### config.mk
export PLATFORM = sky130hd
export DESIGN_NAME = if_fetch_ctrl_flat
export DESIGN_NICKNAME = d
export VERILOG_FILES = /design/src/rtl/if_fetch_ctrl_pkg.sv /design/src/rtl/if_fetch_ctrl_if.sv /design/src/rtl/if_fetch_ctrl_cancel_cnt.sv /design/src/rtl/if_fetch_ctrl.sv /design/src/flat_wrapper.sv
export SDC_FILE = /design/constraint.sdc
export NUM_CORES = 1
export LEC_CHECK = 0
export ABC_AREA = 1
export BUFFER_PORTS_ARGS = -buffer_cell sky130_fd_sc_hd__buf_2
export CAP_MARGIN = 20
export CORE_AREA = 3 3 116 107
export DETAILED_ROUTE_END_ITERATION = 6
export DIE_AREA = 0 0 119 110
export GPL_TIMING_DRIVEN = 0
export PLACE_DENSITY_LB_ADDON = 0.08
export SLEW_MARGIN = 0
export SYNTH_ARGS = -nofsm -noshare
export SYNTH_HDL_FRONTEND = slang
export SYNTH_SLANG_ARGS = --single-unit
### constraint.sdc
create_clock -name clk -period 2.7 [get_ports clk]
set_input_delay 0.27 -clock clk [delete_from_list [all_inputs] [get_ports clk]]
set_output_delay 0.27 -clock clk [all_outputs]
set_load 0.02 [all_outputs]
### src/rtl/if_fetch_ctrl_pkg.sv
// Shared fetch-stage definitions: reset vector, fetch FSM encoding and
// predictor index widths reserved for a later pass-through.
package if_fetch_ctrl_pkg;

   localparam logic [31:0] RESET_PC_DEFAULT = 32'hBFC00000;
   localparam int          CANCEL_W_DEFAULT = 2;

   localparam int BTB_IDX_W = 9;
   localparam int GHR_W     = 8;

   typedef enum logic [1:0] {
      ST_REQ  = 2'd0,
      ST_WAIT = 2'd1,
      ST_HOLD = 2'd2,
      ST_ERR  = 2'd3
   } fetch_state_e;

   function automatic logic pc_misaligned(input logic [1:0] pc_lo);
      return pc_lo != 2'b00;
   endfunction

endpackage

### src/rtl/if_fetch_ctrl_if.sv
// SRAM-like instruction bus between the fetch controller (master) and the
// instruction memory port (slave).
interface if_fetch_ctrl_if;

   logic        inst_req;
   logic [31:0] inst_addr;
   logic        inst_addr_ok;
   logic        inst_data_ok;
   logic [31:0] inst_rdata;

   modport master (
      output inst_req,
      output inst_addr,
      input  inst_addr_ok,
      input  inst_data_ok,
      input  inst_rdata
   );

   modport slave (
      input  inst_req,
      input  inst_addr,
      output inst_addr_ok,
      output inst_data_ok,
      output inst_rdata
   );

endinterface

### src/rtl/if_fetch_ctrl_cancel_cnt.sv
// Saturating up/down counter of in-flight responses that must be discarded.
// A simultaneous increment and decrement leaves the count unchanged.
module if_fetch_ctrl_cancel_cnt #(
   parameter int W = 2
) (
   input  logic         clk,
   input  logic         reset,
   input  logic         inc,
   input  logic         dec,
   output logic [W-1:0] cnt,
   output logic         full
);

   logic [W-1:0] cnt_reg;
   logic [W-1:0] cnt_next;

   assign full = &cnt_reg;
   assign cnt  = cnt_reg;

   always_comb begin
      cnt_next = cnt_reg;
      if (inc && !dec && !full) begin
         cnt_next = cnt_reg + 1'b1;
      end else if (dec && !inc && (cnt_reg != '0)) begin
         cnt_next = cnt_reg - 1'b1;
      end
   end

   always_ff @(posedge clk or posedge reset) begin
      if (reset) begin
         cnt_reg <= '0;
      end else begin
         cnt_reg <= cnt_next;
      end
   end

endmodule

### src/rtl/if_fetch_ctrl.sv
// Fetch-stage controller: owns the PC, sequences requests on the instruction
// bus, applies redirect priority and discards responses of cancelled requests.
module if_fetch_ctrl
   import if_fetch_ctrl_pkg::*;
#(
   parameter logic [31:0] RESET_PC = RESET_PC_DEFAULT,
   parameter int          CANCEL_W = CANCEL_W_DEFAULT
) (
   input  logic                   clk,
   input  logic                   reset,
   if_fetch_ctrl_if.master        ibus,
   input  logic                   btb_hit,
   input  logic [31:0]            btb_target,
   input  logic                   ex_flush,
   input  logic [31:0]            ex_flush_pc,
   input  logic                   br_redirect,
   input  logic [31:0]            br_target,
   input  logic                   pd_stall,
   output logic                   if_valid,
   output logic [31:0]            if_pc,
   output logic [31:0]            if_inst,
   output logic                   if_addr_error,
   output logic                   seg_stall,
   output logic                   seg_refresh
);

   fetch_state_e  state_reg, state_next;
   logic [31:0]   pc_reg, pc_next;
   logic [31:0]   buf_inst_reg, buf_inst_next;
   logic          buf_valid_reg, buf_valid_next;

   logic [CANCEL_W-1:0] cancel_cnt;
   logic          cancel_full;
   logic          cnt_inc, cnt_dec;

   logic          red;
   logic [31:0]   red_target;
   logic [31:0]   seq_pc;
   logic          req_c;
   logic          own_resp;

   assign red        = ex_flush | br_redirect;
   assign red_target = ex_flush ? ex_flush_pc : br_target;
   assign seq_pc     = btb_hit ? btb_target : pc_reg + 32'd4;

   // Responses return in order, so any data_ok while discards are pending
   // belongs to a cancelled request regardless of the current state.
   assign cnt_dec  = ibus.inst_data_ok && (cancel_cnt != '0);
   assign own_resp = ibus.inst_data_ok && (cancel_cnt == '0) && (state_reg == ST_WAIT);

   // A redirect orphans our request if it is still outstanding or is being
   // accepted in this very cycle.
   assign cnt_inc = red && (((state_reg == ST_WAIT) && !own_resp) ||
                            ((state_reg == ST_REQ) && req_c && ibus.inst_addr_ok));

   if_fetch_ctrl_cancel_cnt #(
      .W (CANCEL_W)
   ) u_cancel_cnt (
      .clk   (clk),
      .reset (reset),
      .inc   (cnt_inc),
      .dec   (cnt_dec),
      .cnt   (cancel_cnt),
      .full  (cancel_full)
   );

   always_comb begin
      state_next     = state_reg;
      pc_next        = pc_reg;
      buf_inst_next  = buf_inst_reg;
      buf_valid_next = buf_valid_reg;
      req_c          = 1'b0;
      if_valid       = 1'b0;
      if_inst        = 32'd0;
      if_addr_error  = 1'b0;

      case (state_reg)
         ST_REQ: begin
            req_c = !pc_misaligned(pc_reg[1:0]) && !cancel_full;
            if (pc_misaligned(pc_reg[1:0])) begin
               state_next = ST_ERR;
            end else if (req_c && ibus.inst_addr_ok) begin
               state_next = ST_WAIT;
            end
         end
         ST_WAIT: begin
            if (own_resp) begin
               if_valid = 1'b1;
               if_inst  = ibus.inst_rdata;
               if (!pd_stall) begin
                  pc_next    = seq_pc;
                  state_next = ST_REQ;
               end else begin
                  buf_inst_next  = ibus.inst_rdata;
                  buf_valid_next = 1'b1;
                  state_next     = ST_HOLD;
               end
            end
         end
         ST_HOLD: begin
            if_valid = buf_valid_reg;
            if_inst  = buf_inst_reg;
            if (!pd_stall) begin
               pc_next        = seq_pc;
               buf_valid_next = 1'b0;
               state_next     = ST_REQ;
            end
         end
         ST_ERR: begin
            if_valid      = 1'b1;
            if_addr_error = 1'b1;
         end
         default: state_next = ST_REQ;
      endcase

      // Redirect wins over everything, including a same-cycle delivery.
      if (red) begin
         state_next     = ST_REQ;
         pc_next        = red_target;
         buf_valid_next = 1'b0;
         if_valid       = 1'b0;
         if_inst        = 32'd0;
         if_addr_error  = 1'b0;
      end
   end

   always_ff @(posedge clk or posedge reset) begin
      if (reset) begin
         state_reg     <= ST_REQ;
         pc_reg        <= RESET_PC;
         buf_inst_reg  <= 32'd0;
         buf_valid_reg <= 1'b0;
      end else begin
         state_reg     <= state_next;
         pc_reg        <= pc_next;
         buf_inst_reg  <= buf_inst_next;
         buf_valid_reg <= buf_valid_next;
      end
   end

   assign ibus.inst_req  = req_c;
   assign ibus.inst_addr = pc_reg;
   assign if_pc          = pc_reg;
   assign seg_refresh    = red;
   assign seg_stall      = pd_stall | ~if_valid | red;

endmodule

### src/flat_wrapper.sv
// flat-port wrapper written by rule: the top's interface ports become plain ports
module if_fetch_ctrl_flat import if_fetch_ctrl_pkg::*;
#(
   parameter logic [31:0] RESET_PC = RESET_PC_DEFAULT,
   parameter int          CANCEL_W = CANCEL_W_DEFAULT
)
  (clk, reset, btb_hit, btb_target, ex_flush, ex_flush_pc, br_redirect, br_target, pd_stall, if_valid, if_pc, if_inst, if_addr_error, seg_stall, seg_refresh, ibus_inst_req, ibus_inst_addr, ibus_inst_addr_ok, ibus_inst_data_ok, ibus_inst_rdata);
  if_fetch_ctrl_if ibus_i ();
  input  logic clk;
  input  logic reset;
  input  logic btb_hit;
  input  logic [31:0] btb_target;
  input  logic ex_flush;
  input  logic [31:0] ex_flush_pc;
  input  logic br_redirect;
  input  logic [31:0] br_target;
  input  logic pd_stall;
  output logic if_valid;
  output logic [31:0] if_pc;
  output logic [31:0] if_inst;
  output logic if_addr_error;
  output logic seg_stall;
  output logic seg_refresh;
  output wire logic [$bits(ibus_i.inst_req)-1:0] ibus_inst_req;
  output wire logic [$bits(ibus_i.inst_addr)-1:0] ibus_inst_addr;
  input wire logic [$bits(ibus_i.inst_addr_ok)-1:0] ibus_inst_addr_ok;
  input wire logic [$bits(ibus_i.inst_data_ok)-1:0] ibus_inst_data_ok;
  input wire logic [$bits(ibus_i.inst_rdata)-1:0] ibus_inst_rdata;
  assign ibus_inst_req = ibus_i.inst_req;
  assign ibus_inst_addr = ibus_i.inst_addr;
  assign ibus_i.inst_addr_ok = ibus_inst_addr_ok;
  assign ibus_i.inst_data_ok = ibus_inst_data_ok;
  assign ibus_i.inst_rdata = ibus_inst_rdata;
  if_fetch_ctrl #(.RESET_PC(RESET_PC), .CANCEL_W(CANCEL_W)) u_core (.clk(clk), .reset(reset), .ibus(ibus_i), .btb_hit(btb_hit), .btb_target(btb_target), .ex_flush(ex_flush), .ex_flush_pc(ex_flush_pc), .br_redirect(br_redirect), .br_target(br_target), .pd_stall(pd_stall), .if_valid(if_valid), .if_pc(if_pc), .if_inst(if_inst), .if_addr_error(if_addr_error), .seg_stall(seg_stall), .seg_refresh(seg_refresh));
endmodule
# == After elaboration in Yosys (flattened, before gate mapping) ==
# Index checks and enable logic that the tools add are counted.
# word_totals
regBits,69
in_bits,136
out_inout_bits,101
elab_cells,79
# op_classes
addsub,3
n_eq_ne,7
muxes,29
n_bitwise,4
n_reduce_logical,31
# ops
cell,count
32-bit 2-to-1 mux,7
32-bit case mux with 2 select lines,2
32-bit by 3-bit adder with 32-bit output (second input constant),1
2-bit 2-to-1 mux,8
1-bit logical AND,13
1-bit 2-to-1 mux,9
4-bit AND reduction,2
3-bit by 2-bit != test with 1-bit output (second input constant),2
2-bit case mux with 3 select lines,1
2-bit nonzero test,3
1-bit zero test,5
2-bit equality test (second input constant),2
2-bit zero test,2
4-bit by 3-bit != test with 1-bit output (second input constant),1
2-bit AND reduction,2
4-bit nonzero test,1
3-bit by 1-bit != test with 1-bit output (second input constant),1
1-bit OR,3
1-bit case mux with 3 select lines,1
3-bit AND reduction,1
3-bit nonzero test,1
2-bit by 1-bit adder with 2-bit output (second input constant),1
2-bit by 1-bit equality test with 1-bit output (second input constant),1
1-bit case mux with 2 select lines,1
3 further kinds,3

# == Longest topological paths before layout ==
# Gate-level depths: netlist (run 1).
# depth
ltp_word,13
depth_mapped,11
mapped_depth_nobuf,10

# == Hierarchy ==
# Synthesis (run 1) repeated with hierarchy kept, for this count alone.
# hier_totals
hier_cells,866
area_unflattened_um2,5495.3
# modules_own_cells
mod,n_inst,cells_per_inst,area_each_um2,seq_area_each_um2
if_fetch_ctrl,1,843,5362.6,1687.9
if_fetch_ctrl_cancel_cnt,1,23,132.6,50.0

# == Least setup slack after synthesis (run 1) ==
# Ideal clock, no wire load.
# synth_timing
kind,reg2out
startpoint,reg u_core.state_reg[1]
endpoint,out seg_stall
arrival_ns,1.644
t_required_ns,2.430
path_slack_ns,0.786
path_stages_with_launch,8
n_path_buf,0
path_cell_list,dfrtp_1 > inv_1 > ha_1 > inv_1 > nor2_2 > inv_1 > a211oi_2 > nand2_1
# synth_between
elab_chain_cells,8
word_cells_on_any_way,10
cone_classes,eq/ne (3); mux (3); bitwise (3); reduce/logical (1)
# synth_lines
item,line,source
from (decl),if_fetch_ctrl.sv:27,"fetch_state_e state_reg, state_next;"
from (signal assigned),if_fetch_ctrl.sv:134,state_reg <= state_next;
2-bit by 1-bit equality test with 1-bit output,"if_fetch_ctrl.sv:49, if_fetch_ctrl.sv:77",
1-bit logical AND,if_fetch_ctrl.sv:49,assign own_resp = ibus.inst_data_ok && (cancel_cnt == '0) && (state_reg == ST_WAIT);
1-bit 2-to-1 mux,if_fetch_ctrl.sv:87,if (own_resp) begin
1-bit case mux with 3 select lines (*),if_fetch_ctrl.sv:77,case (state_reg)
1-bit 2-to-1 mux (*),if_fetch_ctrl.sv:117,if (red) begin
named net if_valid,flat_wrapper.sv:18,output logic if_valid;
1-bit NOT (*),if_fetch_ctrl.sv:145,assign seg_stall = pd_stall | ~if_valid | red;
1-bit OR (*) (2 in a row),if_fetch_ctrl.sv:145,
to (decl),flat_wrapper.sv:22,output logic seg_stall;
# Mark *: on every way through the listed nets, which the timed path passes. The rest lies on a longest branch.

# == Worst setup path after layout (run 1) ==
# layout_timing
startpoint,reg u_core.state_reg[0]
endpoint,out if_inst[25]
# layout_between
elab_chain_cells,5
word_cells_on_any_way,6
cone_classes,eq/ne (2); mux (3); reduce/logical (1)
# layout_lines
item,line,source
2-bit by 1-bit equality test with 1-bit output,"if_fetch_ctrl.sv:49, if_fetch_ctrl.sv:77",
1-bit logical AND,if_fetch_ctrl.sv:49,
32-bit 2-to-1 mux,if_fetch_ctrl.sv:87,
32-bit case mux with 2 select lines (*),if_fetch_ctrl.sv:77,
32-bit 2-to-1 mux (*),if_fetch_ctrl.sv:117,
to (decl),flat_wrapper.sv:20,output logic [31:0] if_inst;
# Mark *: on every way between the ends. The rest lies on a longest branch, timed or not.

==> results of run 1 <==
[repair_timing]
item / 4_1_cts / 5_1_grt
resized for setup: 0 / 2
endpoints found under the hold margin: 0 / 0
endpoints found under the setup margin: 0 / 1
[power groups by stage]
stage / combinational (mW) / clock, mW / sequential, mW
floorplan: 1.81 / 0 / 1.98
global placement: 2.77 / 0 / 1.91
detailed placement: 2.81 / 0 / 1.91
CTS: 2.82 / 1.16 / 1.91
global route: 3.14 / 1.20 / 1.98
finish: 2.82 / 1.15 / 1.92
[per-layer routing]
metal	vias to the layer above	share of wire	wire length, um
met3	27	0.082	1530
li1	3280	-	-
met4	4	0.014	266
met5	-	0.0014	27
met1	2899	0.42	7780
met2	288	0.49	9070
[cell usage in the layout, fill, tap and decap left out, types with 4 or more instances in the layout]
master,synthesis,layout
a21boi_1,6,6
a21oi_1,87,87
buf_2,9,243
buf_4,33,33
buf_6,5,5
clkbuf_1,27,26
clkbuf_16,0,9
dfrtp_1,60,60
dfstp_2,9,9
ha_1,6,6
inv_1,59,58
nand2_1,251,251
nand2_2,4,4
nand3_1,40,40
nor2_1,153,153
nor2_2,5,5
o21ai_0,86,86
o21ai_1,4,4
[kinds of logic (layout without fill, tap and decap cells)]
kind of cell               after synthesis  after routing
and+or+nand+nor                        464            464
buffers and inverters                  138            388
AOI/OAI and AO/OA                      195            195
adders and majority gates                6              6
xor gates and xnor gates                 5              5
DFF                                     69             69
[Yosys cell counts (9+ instances only)]
library cell and n:
nand2_1 251, o21ai_0 86, nand3_1 40, a21oi_1 87, clkbuf_1 27, dfrtp_1 60, buf_2 9, dfstp_2 9
buf_4 33, inv_1 59, nor2_1 153
[worst max-delay path by stage]
stage / cells past startpoint / end
after floorplan: 1 / u_core.buf_inst_reg[0]
after global placement: 2 / u_core.ibus.inst_addr[11]
final: 7 / if_inst[25]
after detailed placement: 7 / if_inst[28]
after CTS: 7 / if_inst[28]
after global routing: 7 / if_inst[31]
[critical path, cell delays in order, from the launching register on]
cell and delay (ns):
dfrtp_1 0.41, inv_1 0.12, ha_1 0.15, clkbuf_1 0.32
clkbuf_1 0.45, nand2_1 0.12, a21oi_1 0.18, buf_2 0.19
[final cells by class]
cell class,instances,area [um2],area share
plain buffers,76,459,0.0645
clock buffers,10,239,0.0336
clock inverters,6,46.3,0.00650
inverters,62,235,0.0331
multi-input cells,670,3030,0.426
flip-flops and latches,69,1740,0.244
well taps,156,195,0.0274
repair buffers,234,1170,0.165
[stage by stage]
step | instances | setup TNS [ns] | setup WS [ns]
2_1_floorplan | 877 | 0 | 0.705
3_3_place_gp | 1267 | -12.96 | -0.220
3_5_place_dp | 1267 | 0 | 0.516
4_1_cts | 1283 | 0 | 0.141
5_1_grt | 1283 | 0 | 0.0114
6_report | 1283 | 0 | 0.148
==> flow_summary.toml, run 1 <==
[clock_tree]
cts_tree = "yes"
htree_levels = 3
clock_latency_ns = 0.34
clkSinkCount = 69
clk_transition_reported_paths_ns = 0.06
clockBufferDepth = 2
cts_root_buffer = "clkbuf_16"
numCtsBuffers = 9
cts-hold-fix-buffers = 0
post_cts_buffers = 0

[routing]
viasPerCell = 5.06
via_count = 6498
drt_iter0_drc = 390
drt-pass1-iter-count = 5
drc = 0
routed_wl_um = 18700
wl_per_cell_um = 14.6
ant_nets = 0

[grt]
grtUsageMet1 = 0.347
grt_pass1_wl_um = 29100
grt_max_degree = 70
grt_use_met3 = 0.0592
grt_use_total = 0.277
busiest_layer = "met2"
grt_pass1_vias = 5885
gr-usage-met2 = 0.489
antenna_found_initial = 2
grt.overflow.total = 0

[timing]
hold_viol = 0
finalMaxSlewViolations = 0
worst_pin_slew_ns = 0.871
slew_headroom = 0.419
layout_min_cycle_time_ns = 2.55
max_freq_ghz = 0.392
clock-skew-final_ns = 0.0116
finalSetupViolations = 0
post-route-period-util = 0.945
rsz0062_at_grt = "false"
hold_ws_ns = 0.119

[outcome]
outcome = "finished clean"

[synth]
synth_fp_nets = 1019
avgSynthCellArea_um2 = 6.23
synth_top_area_frac = 0.275
synthCells = 877
ys_seq_area_frac = 0.318
synth_top_area_cell = "dfrtp_1"
yosys_most_used_dff = "dfrtp_1"
synthSimpleGateAreaFrac = 0.346
synth_xor_area_frac = 0.00802
synth_cell_types = 37
ys_seq_elements = 69
synth.cell_area_mm2 = 0.00546
synth.area.mux_share = 0
async_flop_share = 1.00
synth_top_family_by_area = "simple AND/OR/NAND/NOR gates"
synth-compound-area-share = 0.188
yosysWarnings = 0
synth_edf_count = 0
synth_area_leaders = "dfrtp_1, nand2_1, nor2_1, a21oi_1, o21ai_0"
synthAdderAreaFrac = 0.0137

[setup_path]
r2r_setup_slack_ns = 0.81
crit_start = "u_core.state_reg[0]"
reg2reg_to = "u_core.ibus.inst_addr[14]"
worstPathMaxFanout = 10
reg2reg_from = "u_core.ibus.inst_addr[2]"
endpoint_kind = "output pin"
crit_path_start_kind = "flip-flop"
critical_path_class = "reg -> out"
critPathArrivalTime_ns = 2.28
r2r_cells = 10
cp.required_ns = 2.43

[power_and_ir_drop]
ir_worst_vdd_mv = 0.364
p_comb_frac = 0.479
swShare = 0.461
seq_power_share = 0.326
power.density_mw_per_mm2 = 827
p_leak_nw = 3.64
p_int_mw = 3.17
clkPwrFrac = 0.196
switching_power_mw = 2.71
total_power_mw = 5.89

[place]
gp_congestion = 0.939
dpl-instance-area_mm2 = 0.00683
dp_hpwl_um = 14300
port_buffers = 234

[finish]
nets = 1264
fill_cells = 1149
final_cell_area_mm2 = 0.00712
antennaDiodeCount = 0
final_util = 0.627
drive_above_1_share = 0.293
syn_to_final_growth_pct = 30.3

[floorplanning]
chipHeight_um = 110
die_area_mm2 = 0.0131
die_w_um = 119
rows = 37
coreArea_mm2 = 0.0113
ioPinCount = 237
initial_core_util = 0.482

[worst_hold_path]
hold_path.class = "in -> async"

[run]
max_cap_violations = 0
No activity file was read; power rests on OpenSTA's default activity.
==> inputs of run 2 (changes only) <==
--- a/config.mk
+++ b/config.mk
@@ -5,15 +5,14 @@
 export SDC_FILE = /design/constraint.sdc
 export NUM_CORES = 1
 export LEC_CHECK = 0
-export ABC_AREA = 1
 export BUFFER_PORTS_ARGS = -buffer_cell sky130_fd_sc_hd__buf_2
 export CAP_MARGIN = 20
-export CORE_AREA = 3 3 116 107
+export CORE_AREA = 3 3 115 106
 export DETAILED_ROUTE_END_ITERATION = 6
-export DIE_AREA = 0 0 119 110
+export DIE_AREA = 0 0 118 109
 export GPL_TIMING_DRIVEN = 0
 export PLACE_DENSITY_LB_ADDON = 0.08
-export SLEW_MARGIN = 0
+export SLEW_MARGIN = 40
 export SYNTH_ARGS = -nofsm -noshare
 export SYNTH_HDL_FRONTEND = slang
 export SYNTH_SLANG_ARGS = --single-unit
==> run 2 against run 1 <==
Against the previous run:
- global-route usage is 3.1 points higher
- cell count is 20% lower
- synthesized area is 4.0% lower
- die area is 1.7% lower
- largest cell class unchanged
- register-to-register slack worse by 0.59 ns
- first-iteration DRC count is 51% higher
- via count is 7.7% lower
- utilization is 0.72 points higher
- clock-buffer cell count stayed put
- maximum frequency is 2.8% higher
- sequential share of layout area is 0.60 points higher
- combinational power is 38% lower
==> flow_summary.toml, run 2 <==
[timing]
hold_ws_ns = 0.168
finalSetupViolations = 0
clock-skew-final_ns = 0.00471
finalSetupTns_ns = 0
post-route-period-util = 0.920
layout_setup_ws_ns = 0.217
worst_pin_slew_ns = 0.737
hold_viol = 0
slew_headroom = 0.509
rsz0062_at_grt = "false"
layout_min_cycle_time_ns = 2.48
max_freq_ghz = 0.403
finalMaxSlewViolations = 0

[synth]
synth_top_family_by_area = "compound AO/OA/AOI/OAI gates"
synth_top_area_cell = "dfrtp_1"
synth.area.mux_share = 0.0821
synthAdderAreaFrac = 0.0143
async_flop_share = 1.00
synth_fp_nets = 757
yosysMostFrequentCell = "nor2_1"
yosys_most_used_dff = "dfrtp_1"
avgSynthCellArea_um2 = 8.53
synthCells = 615
ys_seq_area_frac = 0.331
synth_xor_area_frac = 0.0100
synthSimpleGateAreaFrac = 0.209
synth_area_leaders = "dfrtp_1, mux2_2, nor2_1, buf_4, a22oi_1"
synth_top_area_frac = 0.286
synth_edf_count = 0
synth.cell_area_mm2 = 0.00524
synth_cell_types = 71
yosysWarnings = 0
yosys-top-cells-count = "nor2_1, dfrtp_1, nand2_1"
synth-compound-area-share = 0.257
ys_seq_elements = 69

[finish]
final_common_cell = "buf_2"
final_cell_mix = "buf_2, nor2_1, dfrtp_1, nand2_1"
regArea_mm2 = 0.00174
nets = 1005
fill_cells = 996
final_util = 0.635
antennaDiodeCount = 0
syn_to_final_growth_pct = 32.5
multi_input_comb_area_mm2 = 0.00300
drive_above_1_share = 0.426

[clock_tree]
clockBufferDepth = 2
htree_levels = 3
clk_transition_reported_paths_ns = 0.06
post_cts_buffers = 0
clkSinkCount = 69
cts_tree = "yes"
cts_root_buffer = "clkbuf_16"
clock_latency_ns = 0.34
numCtsBuffers = 9

[power_and_ir_drop]
total_power_mw = 4.62
p_int_mw = 2.86
switching_power_mw = 1.76
seq_power_share = 0.363
p_leak_nw = 3.25
swShare = 0.381
p_comb_frac = 0.379
power.density_mw_per_mm2 = 665
ir_worst_vdd_mv = 0.397
clkPwrFrac = 0.258

[setup_path]
crit_start = "u_core.state_reg[0]"
crit_path_start_kind = "flip-flop"
r2r_setup_slack_ns = 0.22
cp.required_ns = 2.97
critical_path_class = "reg -> reg"
worstPathMaxFanout = 8
endpoint_kind = "flip-flop"
critPathArrivalTime_ns = 2.75
reg2reg_from = "u_core.state_reg[0]"

[floorplanning]
rows = 36
coreArea_mm2 = 0.0109
ioPinCount = 237
die_w_um = 118
chipHeight_um = 109
initial_core_util = 0.479
die_area_mm2 = 0.0129

[worst_hold_path]
worstHoldStart = "ibus_inst_rdata[21]"
hold_path.class = "in -> reg"

[routing]
ant_nets = 0
via_count = 5995
wl_per_cell_um = 19.6
drc = 0
drt-pass1-iter-count = 5
viasPerCell = 5.88
routed_wl_um = 20000
drt_iter0_drc = 587

[place]
port_buffers = 235
place_ws_ns = 0.283
gp_congestion = 0.930
dp_hpwl_um = 15100

[run]
max_cap_violations = 0

[grt]
grt_pass1_wl_um = 30900
grt_max_degree = 42
antenna_found_initial = 0
grt_use_total = 0.308
grt_pass1_vias = 5894
grt.overflow.total = 0

[outcome]
outcome = "finished clean"
==> run 2: cell types whose count changed after synthesis, moves of 25 or more <==
cell / delta
a21oi_1: -56
a22oi_1: +30
inv_1: -44
mux2_2: +31
nand2_1: -203
nand3_1: -25
nor2_1: -85
o21ai_0: -53
==> run 2: final cells by class <==
class                      instances  area share
multi-input combinational        455       0.432
sequential                        69       0.250
timing repair buffer             237       0.174
buffer                            76      0.0656
clock buffer                      10      0.0330
tap                              152      0.0274
clock inverter                     6     0.00919
inverter                          15     0.00883
==> run 2: through the flow <==
step	cell area, um2	instances
global placement	6610	1002
finish	6950	1020
global route	6950	1020
detailed placement	6640	1003
floorplan	5240	615
CTS	6940	1020
==> run 2: layer usage <==
metal  part of all wire  wire, um  up-vias  GRT usage
met5                  0         0        -          0
met4              0.025       500        0      0.116
met3              0.093      1850       40     0.0742
met2               0.46      9130      333      0.487
met1               0.42      8490     2869      0.411
li1                   -         -     2753          -
==> run 2: timing repair <==
item / in CTS / in global routing
endpoints found under the hold margin: 22 / 0
endpoints found under the setup margin: 0 / 30
hold buffers: 1 / 0
gates resized for setup: 0 / 12
==> run 2: worst paths after layout <==
check / to / cells after the start
setup / recovery: u_core.ibus.inst_addr[26] / 8
hold / removal: u_core.buf_inst_reg[21] / 2
setup reg to reg: u_core.ibus.inst_addr[26] / 8
hold reg to reg: u_core.buf_inst_reg[21] / 1
max in group asynchronous: u_core.ibus.inst_addr[31] / 4
min in group asynchronous: u_core.ibus.inst_addr[10] / 3
==> run 2: cell families after synthesis <==
family / Yosys count
multiplexers: 39
AND/OR/NAND/NOR: 213
buffers and inverters: 91
XOR/XNOR: 6
adder cells (fa/ha/maj): 6
AO/OA/AOI/OAI: 191
flip-flops: 69
==> run 2: critical path, stage by stage (launching register included) <==
cell and delay, ns:
dfrtp_1 0.39, inv_1 0.10, ha_1 0.44, or3b_1 0.36, buf_2 0.20, a21oi_2 0.33
o21ai_1 0.21, a221oi_2 0.28, nor3_1 0.08
==> run 2: power groups by stage <==
stage / logic (mW) / clock network (mW) / registers [mW]
final: 1.75 / 1.19 / 1.68
after floorplan: 1.12 / 0 / 1.69
after CTS: 1.74 / 1.22 / 1.66
after detailed placement: 1.73 / 0 / 1.68
after global placement: 1.68 / 0 / 1.65
after global routing: 1.91 / 1.25 / 1.71
